[config.mk]
export PLATFORM = sky130hd
export DESIGN_NAME = instruction_fetch
export DESIGN_NICKNAME = d
export VERILOG_FILES = /design/src/rtl/instruction_fetch.sv
export SDC_FILE = /design/constraint.sdc
export NUM_CORES = 1
export LEC_CHECK = 0
export CELL_PAD_IN_SITES_DETAIL_PLACEMENT = 0
export CELL_PAD_IN_SITES_GLOBAL_PLACEMENT = 1
export CORE_ASPECT_RATIO = 0.6
export CORE_MARGIN = 2
export CORE_UTILIZATION = 47
export DETAILED_ROUTE_END_ITERATION = 6
export PLACE_DENSITY = 0.78
export SYNTH_ARGS = -nofsm -noshare
export SYNTH_HDL_FRONTEND = slang
export SYNTH_SLANG_ARGS = --single-unit
[constraint.sdc]
create_clock -name clk -period 3.14 [get_ports clk]
set_clock_uncertainty 0.2 [all_clocks]
set_input_delay 0.942 -clock clk [delete_from_list [all_inputs] [get_ports clk]]
set_output_delay 0.942 -clock clk [all_outputs]
set_load 0.1 [all_outputs]
[src/rtl/instruction_fetch.sv]
// Instruction fetch stage plus IF/ID pipeline register.
// Holds the PC and a small instruction memory, and issues fetched words to decode.
// Supports stall, flush, halt and a boot-time load port (written only while run=0).
// Optional build macro: IF_PERF_CNT_EN adds saturating fetch_cnt / stall_cnt outputs.
module instruction_fetch #(
    parameter int unsigned IW      = 16,
    parameter int unsigned AW      = 4,
    parameter int unsigned DEPTH   = 16,
    parameter int unsigned HALT_OP = 7
) (
    input  logic          clk,
    input  logic          rstn,
    input  logic          run,
    input  logic          stall,
    input  logic          flush,
    input  logic          load_we,
    input  logic [AW-1:0] load_addr,
    input  logic [IW-1:0] load_data,
    output logic [AW-1:0] pc,
    output logic          id_valid,
    output logic [AW-1:0] id_pc,
    output logic [IW-1:0] id_inst,
    output logic [2:0]    id_opcode,
    output logic [2:0]    id_rd,
    output logic [2:0]    id_rs1,
    output logic [2:0]    id_rs2,
    output logic [3:0]    id_imm,
    output logic          halted
`ifdef IF_PERF_CNT_EN
    ,
    output logic [15:0]   fetch_cnt,
    output logic [15:0]   stall_cnt
`endif
);

    typedef enum logic {
        ST_RUN  = 1'b0,
        ST_HALT = 1'b1
    } state_t;

    state_t        state;
    logic [IW-1:0] mem [DEPTH];
    logic [IW-1:0] fetch_word_c;
    logic          is_halt_c;
    logic          fetch_en_c;
    logic          issue_c;

    // Combinational read of the word at the current PC
    assign fetch_word_c = mem[pc];
    assign is_halt_c    = (fetch_word_c[IW-1 -: 3] == 3'(HALT_OP));
    assign fetch_en_c   = rstn && !flush && !stall && run && (state == ST_RUN);
    assign issue_c      = fetch_en_c && !is_halt_c;

    // Load port: writes only while fetch is idle, so no same-address read/write clash
    always_ff @(posedge clk) begin
        if (load_we && !run) begin
            mem[load_addr] <= load_data;
        end
    end

    // Fetch FSM and IF/ID register; priority reset > flush > stall > halt/idle > fetch
    always_ff @(posedge clk) begin
        if (!rstn) begin
            state    <= ST_RUN;
            pc       <= '0;
            id_valid <= 1'b0;
            id_pc    <= '0;
            id_inst  <= '0;
        end else if (flush) begin
            id_valid <= 1'b0;
            id_pc    <= '0;
            id_inst  <= '0;
        end else if (stall) begin
            id_valid <= id_valid;
        end else begin
            case (state)
                ST_HALT: begin
                    id_valid <= 1'b0;
                end
                default: begin
                    if (!run) begin
                        id_valid <= 1'b0;
                    end else if (is_halt_c) begin
                        // HALT word is never issued; PC parks on it until reset
                        state    <= ST_HALT;
                        id_valid <= 1'b0;
                    end else begin
                        id_inst  <= fetch_word_c;
                        id_pc    <= pc;
                        id_valid <= 1'b1;
                        pc       <= AW'(pc + 1'b1);
                    end
                end
            endcase
        end
    end

    assign halted = (state == ST_HALT);

    // Decode fields are plain slices of the registered instruction word
    assign id_opcode = id_inst[IW-1 -: 3];
    assign id_rd     = id_inst[IW-4 -: 3];
    assign id_rs1    = id_inst[IW-7 -: 3];
    assign id_rs2    = id_inst[IW-10 -: 3];
    assign id_imm    = id_inst[3:0];

`ifdef IF_PERF_CNT_EN
    // Saturating counters of issued instructions and stalled running cycles
    always_ff @(posedge clk) begin
        if (!rstn) begin
            fetch_cnt <= '0;
            stall_cnt <= '0;
        end else begin
            if (issue_c && (fetch_cnt != 16'hFFFF)) begin
                fetch_cnt <= 16'(fetch_cnt + 1'b1);
            end
            if (stall && !flush && run && (stall_cnt != 16'hFFFF)) begin
                stall_cnt <= 16'(stall_cnt + 1'b1);
            end
        end
    end
`endif

endmodule
; After elaboration in Yosys (flattened, before gate mapping)
; Memory sizes are Yosys's and may differ from the RTL's. A register that Yosys moved wholly into a read port is not among the register bits.
; Cells that the tools add are included.
[totals]
memories = 1
ff_bits = 26
ram_bits = 256
elab_cells = 29
[memory_table]
columns = name, depth, width, rd, rd_clocked_by_memory_dff, write_ports, line
row1 = mem, 16, 16, 1, 1, 1, 42  ; logic [IW-1:0] mem [DEPTH];
[classes]
n_mux = 10
add_sub_neg = 1
n_bitwise = 5
reduce_logical = 6
n_eq_ne = 1
[ops]
columns = op, n
row1 = two-way mux 1 bit, 8
row2 = two-way mux 4 bit, 2
row3 = inverter 1 bit, 5
row4 = AND reduction 5 bit, 1
row5 = adder 4 x 1 -> 4 bit (second input constant), 1
row6 = AND reduction 4 bit, 1
row7 = equality test 3 bit (second input constant), 1
row8 = AND reduction 2 bit, 1
row9 = OR reduction 2 bit, 1
row10 = logical AND 1 bit, 1
row11 = zero test 1 bit, 1

; Depth between registers and ports, before layout
[logic_depth]
ltp_word = 5
ltp_mapped = 10
depth_no_buf = 7

; Worst setup path after synthesis
; Ideal clock, no wire load.
[synth_timing]
path_kind = in2reg
from = input port run
to = memory mem[0][0] (enable)
arrival_time_ns = 2.596
slack_ns = -0.065
n_path_buf = 0
setup_ns = 0.409
cell_stages = 3
cell_sequence = nand2b_1 > or3_1 > nor3_1
[synth_between]
elab_chain_cells = 4
[synth_lines]
columns = item, line
row1 = "start, declared", 13  ; input logic run,
row2 = zero test 1 bit, n/a
row3 = logical AND 1 bit, 56  ; if (load_we && !run) begin
row4 = two-way mux 1 bit, 56
row5 = two-way mux 1 bit (not written as such), 57  ; mem[load_addr] <= load_data;
row6 = "end, declared", 42
; No other way between the ends.

==> run metrics <==
setup repair after global routing missed its margin no; DRT antenna net count 0; Mapped Cells 516; I/O pins 68; total power 0.00795 W; Leakage 4.22 nW; Synth top area share 70.0%; Worst EP arrival 3180 ps; library cells used by synthesis 32; clk sinks 286; Final Max Slew Viols 0; HP Class reg -> reg; Yosys reg bits 286; CTS tree built; Starting DRT DRC Count 526; CP Launch Type flop; largest net degree at the start of global routing 30; CP Capture Type flop; WL final 22600 µm; CP top delay family compound AO/OA/AOI/OAI gates; Fin Setup TNS 0 ps; CP max-delay cell dfxtp_2; Syn Nets 543; first-pass GRT wire length 33700 µm; Core Region 23000 µm²; Critical Path Max Stage Delay just under 500 ps; cells along the critical path buf_4, mux4_2, and2_1, a211oi_1, a21oi_1, a21oi_4, nor2b_1, buf_4, mux2i_1; yosys warns 0; Initial Util a little under half; vias per cell ~5.6; Slew HR 55.0%; most used cell, CP buf_4; CP Data Required Time about 3400 ps; antenna cells 0; initial antenna violation count 0; CP Class reg -> reg; Cell Pwr Density ~610 nW/µm²; layout cells sized above 1 33.4%; Layout Nets 644; hpwl dp between 10000 and 15000 µm; cell taking the most area after synthesis edfxtp_1; ranking of synthesized cells by area edfxtp_1 70%, mux4_2 16%, dfxtp_1 5.5%; syn avg cell area 21.3 µm²; Max-Cap Viols 0; final hold violations 0; Rows 43; CTS-repair resized insts 0; CP max FO 27; Bufs and invs on worst path 2; CTS clk-pin slew, worst paths 70 ps; area delta synth->final 18.6%; final core utilization a little under three fifths; die height between 100 and 150 µm; CTS H-tree depth 1; CTS Buffer Depth 3; GPL Wtd Cong slightly below 0.8; Via Count 5285; wire per inst around 24 µm; final worst-path cycle share 94.0%; Port Buffer Count 67; cts bufs inserted 25; post-CTS setup-driven buffer insertion count 0; root buf cell clkbuf_16; Slew @ Worst Pin 673 ps; Fillers around 1700; Die Wd approximately 200 µm; DIE AREA roughly 25000 µm²; Seq/Total Area, Yosys 75.5%; status completed; Fmax 339 MHz; Final Setup Violations 0; total track usage 18.8%; DRC Markers 0; 1st-pass router iterations 5; crit path time final 2950 ps; grt ovf 0; number of global-route vias before repair 5289; Post-CTS Hold Buffers 0; worst skew pair latency 530 ps; Synth Cell Area around 11000 µm²; maximum vdd drop 577 µV
-- metal layers --
layer / vias to the layer above / track usage, % / wire length, µm
met5: - / 0 / 0
met3: 27 / 4.04 / 1590
met4: 0 / 3.31 / 328
li1: 2305 / - / -
met1: 2755 / 26.8 / 9820
met2: 198 / 30.6 / 10800
-- stage by stage --
step	std cells	worst slack [ps]	hold WS [ps]	instance area [µm²]
detailed placement	905	114	282	12100
CTS	950	179	309	13000
floorplan	516	126	613	11000
global placement	905	160	281	12100
finish	950	189	303	13000
global route	950	57.7	326	13000
-- cells by family after synthesis --
kind of cell | Yosys count | share of synthesized area (%)
simple gates | 73 | 3.11
mux | 106 | 18.3
fa+ha+maj | 1 | 0.114
buf+inv | 40 | 2.24
compound gates | 10 | 0.718
flops | 286 | 75.5
-- layout make-up --
cell class / instances / area (µm²) / share of cell area, %
Clock inverter: 17 / 267 / 2.05
Inverter: 1 / 3.75 / 0.0288
Timing Repair Buffer: 113 / 961 / 7.38
Clock buffer: 28 / 637 / 4.89
Multi-Input combinational cell: 190 / 2460 / 18.9
Tap cell: 315 / 394 / 3.03
Sequential cell: 286 / 8290 / 63.7
-- worst register-to-register path, delay by kind of cell, from the launching register on --
kind	cells	cell delay, ps
muxes	2	600
buffers and inverters	2	580
and+or+nand+nor	2	350
DFF	1	490
AOI/OAI and AO/OA	3	640
-- cells in the mapped netlist --
cell      count
nor4b_1       1
nand3b_1      1
mux2i_1      30
buf_4        20
buf_1         1
o21ai_0       1
edfxtp_1    256
nor3b_2       1
clkbuf_1     11
a211oi_1      1
or3_1         1
and2_1        2
ha_1          1
a21boi_1      1
mux4_2       76
nor2_1       38
nor2b_1       2
nand3_1       1
a21oi_1       2
nand2b_1      7
buf_2         5
nand4b_1      1
a221oi_1      2
o21a_1        1
nand2_1      10
buf_6         2
a22oi_1       1
inv_2         1
nor3_1        7
a21oi_4       1
or3b_2        1
dfxtp_1      30
-- power breakdown --
group          switching, W  leakage, nW  internal (W)
logic              0.000228         1.24      0.000144
clock network       0.00133        0.429       0.00204
registers         0.0000220         2.55       0.00419
total               0.00158         4.22       0.00637
-- path summary, 6_finish.rpt --
path                from  endpoint  slack, ps  depth (start not counted)
setup / recovery    flop      flop        190                          9
setup reg to reg    flop      flop        190                          9
hold reg to reg   halted    halted        300                          1
hold / removal    halted    halted        300                          1
-- layout by cell type (no fill, tap or decap), types with 2 or more instances in the layout --
cell type / instances
a21oi_1: 2
a221oi_1: 2
and2_1: 2
buf_12: 4
buf_4: 84
bufinv_16: 7
clkbuf_1: 3
clkbuf_16: 25
clkdlybuf4s50_1: 25
clkinv_1: 4
clkinv_2: 2
clkinvlp_4: 3
dfxtp_1: 28
edfxtp_1: 256
mux2i_1: 30
mux4_2: 76
nand2_1: 10
nand2b_1: 7
nor2_1: 38
nor2b_1: 2
nor3_1: 3
nor3_2: 4
-- flip-flops by register name (all words and copies together), names as in the netlist, named ones only --
| name | cells |
|---|---|
| halted | 1 |
| id_inst | 16 |
| id_pc | 4 |
| id_valid | 1 |
| mem | 256 |
| pc | 4 |
(Power assumes the default switching activity.)
